File: src/rtl/bcd2bin_seq_pkg.sv
// Shared types and constants for the sequential BCD-to-binary converter.
package bcd2bin_seq_pkg;

    localparam int DIGIT_W = 4;

    typedef enum logic [1:0] {
        IDLE = 2'd0,
        CONV = 2'd1,
        DONE = 2'd2
    } state_t;

endpackage

File: src/rtl/bcd2bin_seq_mac.sv
// One multiply-by-10-and-add step: sum = (acc*10 + d) mod 2^W, with
// flags for lost upper bits and for a non-decimal digit.
module bcd_digit_mac
    import bcd2bin_seq_pkg::*;
#(
    parameter int W = 32
) (
    input  logic [W-1:0]       acc,
    input  logic [DIGIT_W-1:0] d,
    output logic [W-1:0]       sum,
    output logic               carry_nz,
    output logic               bad_digit
);

    logic [W+3:0] acc_ext_s;
    logic [W+3:0] t_s;

    // acc*10 as (acc<<3)+(acc<<1); the extra 4 bits hold the full product plus digit
    always_comb begin
        acc_ext_s = {4'b0000, acc};
        t_s       = (acc_ext_s << 3) + (acc_ext_s << 1) + {{W{1'b0}}, d};
        sum       = t_s[W-1:0];
        carry_nz  = (t_s[W+3:W] != 4'b0000);
        bad_digit = (d > 4'd9);
    end

endmodule

File: src/rtl/bcd2bin_seq.sv
// Sequential BCD-to-binary converter: one digit per clock, MSD first,
// with a start/done handshake and registered result/flag outputs.
module bcd2bin_seq
    import bcd2bin_seq_pkg::*;
#(
    parameter int DIGITS = 10,
    parameter int W      = 32
) (
    input  logic                  clk,
    input  logic                  rst_n,
    input  logic                  start,
    input  logic [4*DIGITS-1:0]   bcd_in,
    output logic                  busy,
    output logic                  done,
    output logic [W-1:0]          bin_out,
    output logic                  err_digit,
    output logic                  overflow
);

    localparam int CNT_W = (DIGITS > 1) ? $clog2(DIGITS) : 1;
    localparam logic [CNT_W-1:0] CNT_LAST = CNT_W'(DIGITS - 1);

    state_t                 state_r, state_next_s;
    logic [CNT_W-1:0]       cnt_r;
    logic [4*DIGITS-1:0]    shift_r;
    logic [W-1:0]           acc_r;
    logic                   err_r;
    logic                   ovf_r;
    logic                   busy_r;
    logic                   done_r;
    logic [W-1:0]           bin_out_r;
    logic                   err_digit_r;
    logic                   overflow_r;

    logic [DIGIT_W-1:0]     digit_s;
    logic [W-1:0]           sum_s;
    logic                   carry_nz_s;
    logic                   bad_digit_s;
    logic                   load_s;

    assign digit_s = shift_r[4*DIGITS-1 -: DIGIT_W];

    bcd_digit_mac #(.W(W)) u_mac (
        .acc       (acc_r),
        .d         (digit_s),
        .sum       (sum_s),
        .carry_nz  (carry_nz_s),
        .bad_digit (bad_digit_s)
    );

    // Next-state logic; start is only honoured when the block is ready
    always_comb begin
        state_next_s = state_r;
        load_s       = 1'b0;
        case (state_r)
            IDLE: begin
                if (start) begin
                    state_next_s = CONV;
                    load_s       = 1'b1;
                end else begin
                    state_next_s = IDLE;
                end
            end
            CONV: begin
                if (cnt_r == {CNT_W{1'b0}}) begin
                    state_next_s = DONE;
                end else begin
                    state_next_s = CONV;
                end
            end
            DONE: begin
                if (start) begin
                    state_next_s = CONV;
                    load_s       = 1'b1;
                end else begin
                    state_next_s = IDLE;
                end
            end
            default: begin
                state_next_s = IDLE;
                load_s       = 1'b0;
            end
        endcase
    end

    // State register plus registered busy/done decoded from the next state
    always_ff @(posedge clk or negedge rst_n) begin
        if (!rst_n) begin
            state_r <= IDLE;
            busy_r  <= 1'b0;
            done_r  <= 1'b0;
        end else begin
            state_r <= state_next_s;
            busy_r  <= (state_next_s == CONV);
            done_r  <= (state_next_s == DONE);
        end
    end

    // Datapath: operand load, per-digit accumulate and sticky flags
    always_ff @(posedge clk or negedge rst_n) begin
        if (!rst_n) begin
            cnt_r   <= {CNT_W{1'b0}};
            shift_r <= {(4*DIGITS){1'b0}};
            acc_r   <= {W{1'b0}};
            err_r   <= 1'b0;
            ovf_r   <= 1'b0;
        end else if (load_s) begin
            cnt_r   <= CNT_LAST;
            shift_r <= bcd_in;
            acc_r   <= {W{1'b0}};
            err_r   <= 1'b0;
            ovf_r   <= 1'b0;
        end else if (state_r == CONV) begin
            acc_r   <= sum_s;
            err_r   <= err_r | bad_digit_s;
            ovf_r   <= ovf_r | carry_nz_s;
            shift_r <= shift_r << DIGIT_W;
            if (cnt_r != {CNT_W{1'b0}}) begin
                cnt_r <= cnt_r - {{(CNT_W-1){1'b0}}, 1'b1};
            end else begin
                cnt_r <= cnt_r;
            end
        end else begin
            cnt_r   <= cnt_r;
            shift_r <= shift_r;
            acc_r   <= acc_r;
            err_r   <= err_r;
            ovf_r   <= ovf_r;
        end
    end

    // Result registers take the final step directly so they are valid with done
    always_ff @(posedge clk or negedge rst_n) begin
        if (!rst_n) begin
            bin_out_r   <= {W{1'b0}};
            err_digit_r <= 1'b0;
            overflow_r  <= 1'b0;
        end else if ((state_r == CONV) && (cnt_r == {CNT_W{1'b0}})) begin
            bin_out_r   <= sum_s;
            err_digit_r <= err_r | bad_digit_s;
            overflow_r  <= ovf_r | carry_nz_s;
        end else begin
            bin_out_r   <= bin_out_r;
            err_digit_r <= err_digit_r;
            overflow_r  <= overflow_r;
        end
    end

    assign busy      = busy_r;
    assign done      = done_r;
    assign bin_out   = bin_out_r;
    assign err_digit = err_digit_r;
    assign overflow  = overflow_r;

endmodule
File: config.mk
export PLATFORM = sky130hd
export DESIGN_NAME = bcd2bin_seq
export DESIGN_NICKNAME = d
export VERILOG_FILES = /design/src/rtl/bcd2bin_seq_pkg.sv /design/src/rtl/bcd2bin_seq_mac.sv /design/src/rtl/bcd2bin_seq.sv
export SDC_FILE = /design/constraint.sdc
export NUM_CORES = 1
export LEC_CHECK = 0
export BUFFER_PORTS_ARGS = -buffer_cell sky130_fd_sc_hd__buf_2
export CORE_MARGIN = 8
export CORE_UTILIZATION = 35
export CTS_CLUSTER_SIZE = 16
export DETAILED_ROUTE_END_ITERATION = 6
export PLACE_DENSITY = 0.64
export SYNTH_ARGS = -nofsm -noshare
export SYNTH_HDL_FRONTEND = slang
export SYNTH_SLANG_ARGS = --single-unit
File: constraint.sdc
create_clock -name clk -period 3.5 [get_ports clk]
set_clock_uncertainty 0.1 [all_clocks]
set_input_delay 0.7 -clock clk [delete_from_list [all_inputs] [get_ports clk]]
set_output_delay 0.7 -clock clk [all_outputs]
set_load 0.01 [all_outputs]
# == After elaboration in Yosys (flattened, before gate mapping) ==
# Index checks and enable logic that the tools add are counted.
# totals
out_inout_bits,36
elab_cells,46
regBits,116
# classes
n_addsub,3
n_reduce_logical,9
magnitude_cmp,1
bitwise_logic,2
eq_ne,4
muxes,16
# ops
cell,n
$mux 40,2
$mux 32,2
$add 35x33->36,1
$add 36x4->36,1
$mux 4,3
$reduce_bool 4->1,2
$mux 1,7
$eq 2x1->1 const B,2
$eq 2x2->1 const B,2
$gt 4x4->1 const B,1
$logic_not 4->1,1
$pmux 2 s2,1
$reduce_bool 2->1,2
$sub 4x1->4 const B,1
$logic_not 2->1,1
$mux 2,1
$or 1x1->1,2
$reduce_and 2->1,1
$reduce_or 2->1,1
$logic_and 1x1->1,1

# == Longest topological paths before layout ==
# Gate-level depths: netlist of the first run.
# logic_depth
word_depth,6
ltp_mapped,13
mapped_depth_nobuf,13

# == Hierarchy ==
# From an unflattened synthesis of the first run, not the netlist that was laid out.
# unflattened
hier_cells,663
hier_area_um2,6935.4
# modules_own_cells
mod,cells_per_inst,seq_area_each_um2,area_per_inst_um2,n_inst
bcd2bin_seq,356,2902.8,4635.7,1
bcd_digit_mac,307,0.0,2299.7,1

# == Worst setup path after synthesis of the first run ==
# OpenSTA, ideal clock, no wires.
# synth_timing
kind,reg2reg
startpoint,register acc_r[0]
endpoint,register ovf_r
path_buffers,0
setup_slack_ns,0.183
required_ns,3.271
arrival_ns,3.088
stages_incl_launch_ff,13
setup_time_ns,0.129
cell_sequence,dfrtp_1 inv_1 fa_1 fa_1 nor2b_4 o31a_1 o31ai_4 o211a_1 o211a_1 a21oi_1 mux2_1 nor4_2 o21ai_1
# synth_between
elab_chain_cells,6
# synth_rtl
item,line_no,rtl
from (decl),bcd2bin_seq.sv:26,logic [W-1:0] acc_r;
from (signal assigned),bcd2bin_seq.sv:104,acc_r <= {W{1'b0}};
from (signal assigned),bcd2bin_seq.sv:110,acc_r <= {W{1'b0}};
from (signal assigned),bcd2bin_seq.sv:114,acc_r <= sum_s;
$add 35x33->36,bcd2bin_seq_mac.sv:21,"t_s = (acc_ext_s << 3) + (acc_ext_s << 1) + {{W{1'b0}}, d};"
$add 36x4->36,bcd2bin_seq_mac.sv:21,
$reduce_bool 4->1,bcd2bin_seq_mac.sv:23,carry_nz = (t_s[W+3:W] != 4'b0000);
$or 1x1->1,bcd2bin_seq.sv:116,ovf_r <= ovf_r | carry_nz_s;
$mux 1,bcd2bin_seq.sv:113,end else if (state_r == CONV) begin
$mux 1,bcd2bin_seq.sv:107,end else if (load_s) begin
to (signal assigned),bcd2bin_seq.sv:116,
to (signal assigned),bcd2bin_seq.sv:128,ovf_r <= ovf_r;
to (decl),bcd2bin_seq.sv:28,logic ovf_r;
# Every way passes these cells. The select of a mux whose other input is x is not followed.
# A chain may end at the register's enable or synchronous reset.

# == Worst setup path in the final report of the first run ==
# layout_timing
startpoint,register acc_r[2]
endpoint,register bin_out_r[14] (netlist: bin_out[14])
# layout_between
elab_chain_cells,2
# layout_rtl
item,line_no,rtl
$add 35x33->36,bcd2bin_seq_mac.sv:21,
$add 36x4->36,bcd2bin_seq_mac.sv:21,
to (signal assigned),bcd2bin_seq.sv:135,bin_out_r <= {W{1'b0}};
to (signal assigned),bcd2bin_seq.sv:139,bin_out_r <= sum_s;
to (signal assigned),bcd2bin_seq.sv:143,bin_out_r <= bin_out_r;
to (decl),bcd2bin_seq.sv:31,logic [W-1:0] bin_out_r;
# Every way passes these cells.

==> results of run 1 <==
## cells in the mapped netlist (all sizes together) (3+ instances only)
| cell type | instances |
|---|---|
| inv | 19 |
| a221oi | 3 |
| o21bai | 6 |
| nor3 | 6 |
| o21a | 10 |
| buf | 3 |
| and3 | 4 |
| nand3 | 7 |
| nor2 | 30 |
| a21oi | 28 |
| nand2 | 104 |
| a22o | 34 |
| xnor2 | 23 |
| o211a | 3 |
| a31oi | 4 |
| a22oi | 34 |
| nor2b | 6 |
| nand2b | 5 |
| nand4 | 4 |
| xor2 | 6 |
| clkbuf | 32 |
| o21ai | 28 |
| dfrtp | 116 |
| mux2 | 28 |
| ha | 64 |
| a21o | 8 |
| o211ai | 4 |
## worst paths after layout
check                      cells after the start           to         from  slack, ps
setup / recovery                              14  bin_out[14]     acc_r[2]        160
hold / removal                                 1  bin_out[11]        rst_n        160
setup reg to reg                              14  bin_out[14]     acc_r[2]        160
hold reg to reg                                2  shift_r[23]  shift_r[23]        380
max in group asynchronous                      2  shift_r[35]        rst_n       2360
min in group clk                               2  shift_r[23]  shift_r[23]        380
## sequential cells by signal, indices dropped and copies added (netlist names)
register	flops
bin_out	32
busy	1
acc_r	32
err_r	1
shift_r	40
ovf_r	1
state_r	2
done	1
err_digit	1
overflow	1
cnt_r	4
## per-stage QoR
step,setup slack (ps),area [sq um],hold WS [ps],instances,TNS (ps)
after floorplan,183,6630,304,647,0
after global placement,76.3,7300,357,936,0
after detailed placement,-16.7,7300,364,936,-30.0
after CTS,41.3,7880,169,968,0
after global routing,-8.66,8010,183,975,-18.5
final,155,8010,159,975,0
## critical path, cell delays in order, from the launching register on
cell      delay [ps]
dfrtp_1          340
inv_1             60
fa_1             410
inv_1             60
ha_1             260
nor2b_4          150
o31a_1           340
o31ai_4          320
buf_4            160
nand2b_1          60
a21oi_2          180
o21ai_1          110
o41ai_2          250
xnor2_1          140
mux2_2           270
## per-layer routing
| metal | share of wire, % | vias to the layer above | GRT usage (%) |
|---|---|---|---|
| met4 | 1.3 | 0 | 5.18 |
| met3 | 4.4 | 16 | 4.12 |
| met5 | 0 | - | 0 |
| met2 | 48 | 77 | 21.1 |
| met1 | 46 | 2499 | 16.8 |
| li1 | - | 2512 | - |
## what timing repair did
item / in CTS / in global routing
setup buffers: 0 / 7
pin swaps: 0 / 18
gates resized for setup: 1 / 13
hold endpoints to repair: 0 / 0
setup endpoints to repair: 2 / 9
hold buffers: 0 / 0
## cell type report
type,instances,share of cell area (%)
Timing Repair Buffer,97,6.89
Inverter,19,0.890
Multi-Input combinational cell,477,45.1
Clock buffer,17,5.31
Tap cell,234,3.65
Sequential cell,116,36.2
Clock inverter,15,1.95
## cells by family after synthesis
family / count (synthesis) / share of synthesized area, %
AOI/OAI and AO/OA: 178 / 20.1
xor gates and xnor gates: 29 / 3.83
buffers and inverters: 54 / 3.17
DFF: 116 / 43.8
adders and majority gates: 66 / 12.7
muxes: 29 / 4.91
and+or+nand+nor: 175 / 11.5
==> out/metrics.yaml, run 1 <==
outcome: "finished clean"
core_area_sq_um: 18600
num_rows: 50
syn_nets: 756
die_height_um: 154
vias: 5104
yosys-top-cells-area: "dfrtp_1, ha_1, nand2_1"
avgSynthCellArea_sq_um: 10.2
crit_arrival_ps: 3550
cts_tree: "built"
fin_nets: 837
gr-usage-all-layers_pct: 13.4
min-delay-path-class: "in -> async"
path_clk_slew_ps: 60
worstSetupEndpointType: "flop"
synthArstFlopShare_pct: 100
critical_path_class: "reg -> reg"
layout_commonest_cell: "dfrtp_1"
drt_iter0_markers: 331
final_cell_mix: "dfrtp_1, nand2_1, buf_2, ha_1"
drv_cap: 0
syn_inst: 647
grt_max_degree: 77
start_kind: "flop"
antenna_found_initial: 0
post_drt_via_cell_ratio: 5.23
dieArea_sq_um: 23600
root_buffer: "clkbuf_16"
drcViolationCount: 0
worstPathMaxFanout: 4
rsz0062_at_grt: "yes"
grt_pass1_vias: 5155
relSlewSlack_pct: 60.7
postLayoutCoreUtil_pct: 43.0
maxSlewViolCount: 0
synth_cell_type_count: 56
dp_hpwl_um: 11000
n_antenna_cell: 0
yosysTopAreaCellShare_pct: 43.8
cts.sinks: 116
wl_per_cell_um: 15.8
dr.pass1.iters: 4
seq_area_sq_um: 2900
syn-cell-area_sq_um: 6630
min_period_ps: 3340
grt_pass1_wl_um: 25800
crit_required_ps: 3710
fill_cells: 1774
ys_seq_area_share_pct: 43.8
overflow: 0
ant_nets: 0
cts_buffer_depth: 2
io_buffers: 78
worst_pin_slew_ps: 589
area_growth_pct: 20.9
cts_buffers: 17
max_freq_mhz: 299
synthDominantAreaCellType: "dfrtp_1"
clk_latency_ps: 430
layout-drive-gt1-share_pct: 24.3
ys.flop_type: "dfrtp_1"
synth-seq-cells: 116
setup_viol: 0
wl_um: 15400
synth-warning-count: 0
hold_viol_final: 0
fp.dieW_um: 154
synth-edff-count: 0
htree_levels: 4
multi_input_area_sq_um: 3610
initial_core_util_pct: 35.6
boundaryPins: 79
post-route-period-util_pct: 95.6
gp_congestion: 0.846
Power of run 1 is left out: the tool's default activity adds up to more than one toggle a clock period on the data nets, which glitch-free logic cannot reach.
==> inputs of run 2 (changes only) <==
--- a/config.mk
+++ b/config.mk
@@ -11,6 +11,7 @@
 export CTS_CLUSTER_SIZE = 16
 export DETAILED_ROUTE_END_ITERATION = 6
 export PLACE_DENSITY = 0.64
+export RECOVER_POWER = 100
 export SYNTH_ARGS = -nofsm -noshare
 export SYNTH_HDL_FRONTEND = slang
 export SYNTH_SLANG_ARGS = --single-unit
==> run 2 against run 1 <==
The flow now finishes with violations (capacitance limit, slew limit). Count of clock-buffer cells in the layout did not move. Sequential share of layout area rose by 0.31 points. Register-to-register slack barely moved. Flip-flop and latch count did not move. Wire length rose by 0.23%. Utilization fell by 0.36 points. First-iteration DRC count rose by 7.9%. Design area fell by 0.84%. Final cell count did not move. Worst setup slack improved by 4.2 ps. Die area did not move. Worst hold slack improved by 220 ps. Highest routed layer unchanged.
==> out/metrics.yaml, run 2 (synthesis results as in run 1) <==
largest_register: "shift_r"
cts_buffer_depth: 2  # unchanged
pre_cts_slack_ps: -16.7  # unchanged
ant_nets: 0  # unchanged
dp_hpwl_um: 11000  # unchanged
maxSlewViolCount: 41  # +41
worstSetupEndpointType: "flop"
path_clk_slew_ps: 70  # about the same
clk_latency_ps: 430  # about the same
crit_required_ps: 3710  # about the same
io_buffers: 78  # unchanged
place_inst: 936  # unchanged
cts_buffers: 17  # unchanged
gp_congestion: 0.846  # unchanged
drv_cap: 1  # +1
worst_pin_slew_ps: 2250  # +1660 ps
setup_slack_ps: 159  # +4.16 ps
dr.pass1.iters: 4  # unchanged
min-delay-path-class: "reg -> reg"
layout-drive-gt1-share_pct: 19.0  # -5.3 points
critical_path_class: "reg -> reg"
post_drt_via_cell_ratio: 5.27  # +0.63%
fill_cells: 1781  # +0.39%
final_cell_mix: "dfrtp_1, nand2_1, ha_1, buf_2, clkbuf_1"
stdcell_count: 975  # unchanged
drt_iter0_markers: 357  # +7.9%
post-route-period-util_pct: 95.4  # -0.12 points
relSlewSlack_pct: -50.0  # -110 points
antenna_found_initial: 0  # unchanged
wl_um: 15400  # +0.23%
die_height_um: 154  # unchanged
htree_levels: 4  # unchanged
fin_nets: 837  # unchanged
boundaryPins: 79  # unchanged
drcViolationCount: 0  # unchanged
outcome: "finished with violations"
layout_commonest_cell: "dfrtp_1"
overflow: 0  # unchanged
num_rows: 50  # unchanged
fp.dieW_um: 154  # unchanged
largest_register_ffs: 40  # unchanged
grt_pass1_vias: 5155  # unchanged
setup_viol: 0  # unchanged
crit_arrival_ps: 3550  # about the same
min_period_ps: 3340  # -4.16 ps
hold_viol_final: 0  # unchanged
cts.sinks: 116  # unchanged
vias: 5136  # +0.63%
n_antenna_cell: 0  # unchanged
start_kind: "flop"
core_area_sq_um: 18600  # unchanged
violations: "capacitance limit, slew limit"
area_growth_pct: 19.9
worstPathMaxFanout: 4  # unchanged
grt_pass1_wl_um: 25800  # unchanged
wl_per_cell_um: 15.8  # +0.23%
postLayoutCoreUtil_pct: 42.6  # -0.36 points
fin_tns_setup_ps: 0  # unchanged
cts_tree: "built"
dieArea_sq_um: 23600  # unchanged
grt_max_degree: 77  # unchanged
hold_buffers: 0  # unchanged
gr-usage-all-layers_pct: 13.4  # unchanged
root_buffer: "clkbuf_16"
initial_core_util_pct: 35.6  # unchanged
max_freq_mhz: 299  # +0.12%
rsz0062_at_grt: "yes"
run 2: routing by layer:
metal | vias to the layer above | share of wire [%] | track usage, %
li1 | 2513 | - | -
met1 | 2522 | 47 | 16.8
met2 | 83 | 48 | 21.1
met3 | 18 | 4.3 | 4.12
met4 | 0 | 1.5 | 5.18
met5 | - | 0 | 0
run 2: timing repair:
action	in CTS	in global routing
resized for setup	1	13
buffers inserted	0	7
setup endpoints to repair	2	9
pin swaps	0	18
gates cloned	0	0
run 2: critical path, cell delays in order, from the launching register on:
cell and delay (ps):
dfrtp_1 340, inv_1 60, fa_1 410, inv_1 60, ha_1 260, nor2b_4 150, o31a_1 340, o31ai_4 320
buf_4 160, nand2b_1 60, a21oi_2 180, o21ai_1 110, o41ai_2 250, xnor2_1 140, mux2_2 270
run 2: path summary, 6_finish.rpt:
path	startpoint	to	slack [ps]	cells past startpoint
max	acc_r[2]	bin_out[14]	160	14
max reg2reg	acc_r[2]	bin_out[14]	160	14
min in group asynchronous	rst_n	bin_out[11]	840	1
min	shift_r[17]	shift_r[17]	370	2
max in group asynchronous	rst_n	done	1170	1
min reg2reg	shift_r[17]	shift_r[17]	370	2
run 2: through the flow:
step           area, sq um  hold WS, ps
2_1_floorplan         6630          304
3_3_place_gp          7300          357
3_5_place_dp          7300          364
4_1_cts               7880          169
5_1_grt               7950          384
6_report              7950          374
run 2: final cells by class:
type	count	area, sq um	area share (%)
flip-flops and latches	116	2900	36.5
clock inverters	15	156	1.97
inverters	19	71.3	0.898
well taps	234	293	3.69
clock buffers	17	425	5.35
repair buffers	97	492	6.19
multi-input cells	477	3600	45.4
Power of run 2 is left out for the same reason.
==> inputs of run 3 (changes only) <==
--- a/config.mk
+++ b/config.mk
@@ -10,7 +10,7 @@
 export CORE_UTILIZATION = 35
 export CTS_CLUSTER_SIZE = 16
 export DETAILED_ROUTE_END_ITERATION = 6
-export PLACE_DENSITY = 0.64
+export PLACE_DENSITY = 0.61
 export RECOVER_POWER = 100
 export SYNTH_ARGS = -nofsm -noshare
 export SYNTH_HDL_FRONTEND = slang
==> run 3 against run 2 <==
The run still ends with capacitance limit, slew limit left. Final cell count down 0.10%. Critical path depth unchanged. Sequential share of layout area down 0.24 points. Worst hold slack about the same. Count of clock-buffer cells in the layout up 5. Die area unchanged. Wire length up 1.1%. Design area up 0.66%. Register-to-register slack worse by 30 ps. Fmax down 0.95%. Global-route usage up 0.35 points. Non-clock buffer count down 1. Critical path type unchanged. Critical endpoint is now bin_out[28].
==> out/metrics.yaml, run 3 (synthesis results as in run 1) <==
gr-usage-all-layers_pct: 13.7  # +0.35 points
wl_per_cell_um: 16.0  # +1.2%
wl_um: 15600  # +1.1%
fp.dieW_um: 154  # unchanged
core_area_sq_um: 18600  # unchanged
drv_cap: 2  # +1
maxSlewViolCount: 110  # +170%
drt_iter0_markers: 332  # -7.0%
hold_viol_final: 0  # unchanged
min_period_ps: 3370  # +31.9 ps
cts_buffer_depth: 2  # unchanged
post_drt_via_cell_ratio: 5.18  # -1.6%
start_kind: "flop"
worstPathMaxFanout: 4  # unchanged
cts_buffers: 17  # unchanged
die_height_um: 154  # unchanged
worstSetupEndpointType: "flop"
boundaryPins: 79  # unchanged
crit_required_ps: 3700  # about the same
root_buffer: "clkbuf_16"
cts.sinks: 116  # unchanged
dr.pass1.iters: 4  # unchanged
worst_pin_slew_ps: 2240  # -8.60 ps
min-delay-path-class: "reg -> reg"
rsz0062_at_grt: "yes"
num_rows: 50  # unchanged
layout-drive-gt1-share_pct: 19.3  # +0.30 points
vias: 5047  # -1.7%
grt_max_degree: 71  # -7.8%
gp_congestion: 0.810  # -4.2%
max_freq_mhz: 297  # -0.95%
fin_tns_setup_ps: 0  # unchanged
area_growth_pct: 20.7
largest_register_ffs: 40  # unchanged
antenna_found_initial: 0  # unchanged
ant_nets: 0  # unchanged
post-route-period-util_pct: 96.4  # +0.91 points
critical_path_class: "reg -> reg"
fin_nets: 836  # -0.12%
drcViolationCount: 0  # unchanged
grt_pass1_vias: 5204  # +0.95%
overflow: 0  # unchanged
outcome: "finished with violations"
grt_pass1_wl_um: 26400  # +2.4%
setup_viol: 0  # unchanged
violations: "capacitance limit, slew limit"
cts_tree: "built"
largest_register: "shift_r"
crit_arrival_ps: 3570  # +20 ps
relSlewSlack_pct: -49.4  # +0.57 points
path_clk_slew_ps: 60  # about the same
fill_cells: 1794  # +0.73%
pre_cts_slack_ps: -36.8  # -20.1 ps
setup_slack_ps: 127  # -31.9 ps
clk_latency_ps: 430  # about the same
dp_hpwl_um: 10900  # -1.2%
htree_levels: 4  # unchanged
initial_core_util_pct: 35.6  # unchanged
dieArea_sq_um: 23600  # unchanged
layout_commonest_cell: "dfrtp_1"
n_antenna_cell: 0  # unchanged
io_buffers: 78  # unchanged
final_cell_mix: "dfrtp_1, nand2_1, ha_1, buf_2, clkbuf_1"
## run 3: cell types whose count changed in the layout (fill, tap and decap cells not counted), moves of 2 or more
cell and change:
clkbuf_8 +4, inv_8 -2, inv_2 +2, inv_1 -2, clkinvlp_4 +3, bufinv_16 +2, nor2_1 -2, inv_6 -7
## run 3: metrics by stage
stage | cells | hold slack [ps] | util [%] | instance area, sq um
finish | 974 | 374 | 42.9 | 8000
global route | 974 | 384 | 42.9 | 8000
CTS | 968 | 171 | 42.6 | 7930
detailed placement | 936 | 363 | 39.2 | 7300
global placement | 936 | 358 | 39.2 | 7300
floorplan | 647 | 304 | - | 6630
## run 3: critical path, cell delays in order, from the launching register on
cell and delay [ps]:
dfrtp_1 390, ha_1 300, ha_2 210, inv_2 60, fa_2 240, nor2b_4 50, o31a_1 330, o31ai_4 300
o2111ai_2 170, a221oi_4 320, buf_4 180, nor3_4 40, nor2_2 150, xnor2_2 120, mux2_4 270
## run 3: per-layer routing
layer | vias up | GRT usage, % | share of wire [%]
met5 | - | 0 | 0
li1 | 2503 | - | -
met4 | 0 | 4.71 | 1.3
met1 | 2465 | 17.3 | 47
met2 | 66 | 22.2 | 48
met3 | 13 | 3.95 | 3.3
## run 3: area by class of cell
cell class	instances	area [sq um]	share of cell area (%)
well taps	234	293	3.66
inverters	19	71.3	0.892
flip-flops and latches	116	2900	36.3
multi-input cells	477	3610	45.2
repair buffers	96	488	6.10
clock inverters	10	146	1.83
clock buffers	22	484	6.05
## run 3: final timing paths
path	to	slack [ps]	from	cells after the start
min in group asynchronous	bin_out[11]	840	rst_n	1
setup reg to reg	bin_out[28]	130	shift_r[38]	14
max in group asynchronous	shift_r[24]	710	rst_n	2
hold reg to reg	shift_r[30]	370	shift_r[30]	2
setup / recovery	bin_out[28]	130	shift_r[38]	14
hold / removal	shift_r[30]	370	shift_r[30]	2
## run 3: repair_timing
| item | CTS | global route |
|---|---|---|
| buffers inserted | 0 | 6 |
| hold buffers | 0 | 0 |
| pin swaps | 0 | 19 |
| gates cloned | 0 | 0 |
| endpoints found under the setup margin | 2 | 13 |
| gates resized for setup | 1 | 16 |
Power of run 3 is left out for the same reason.
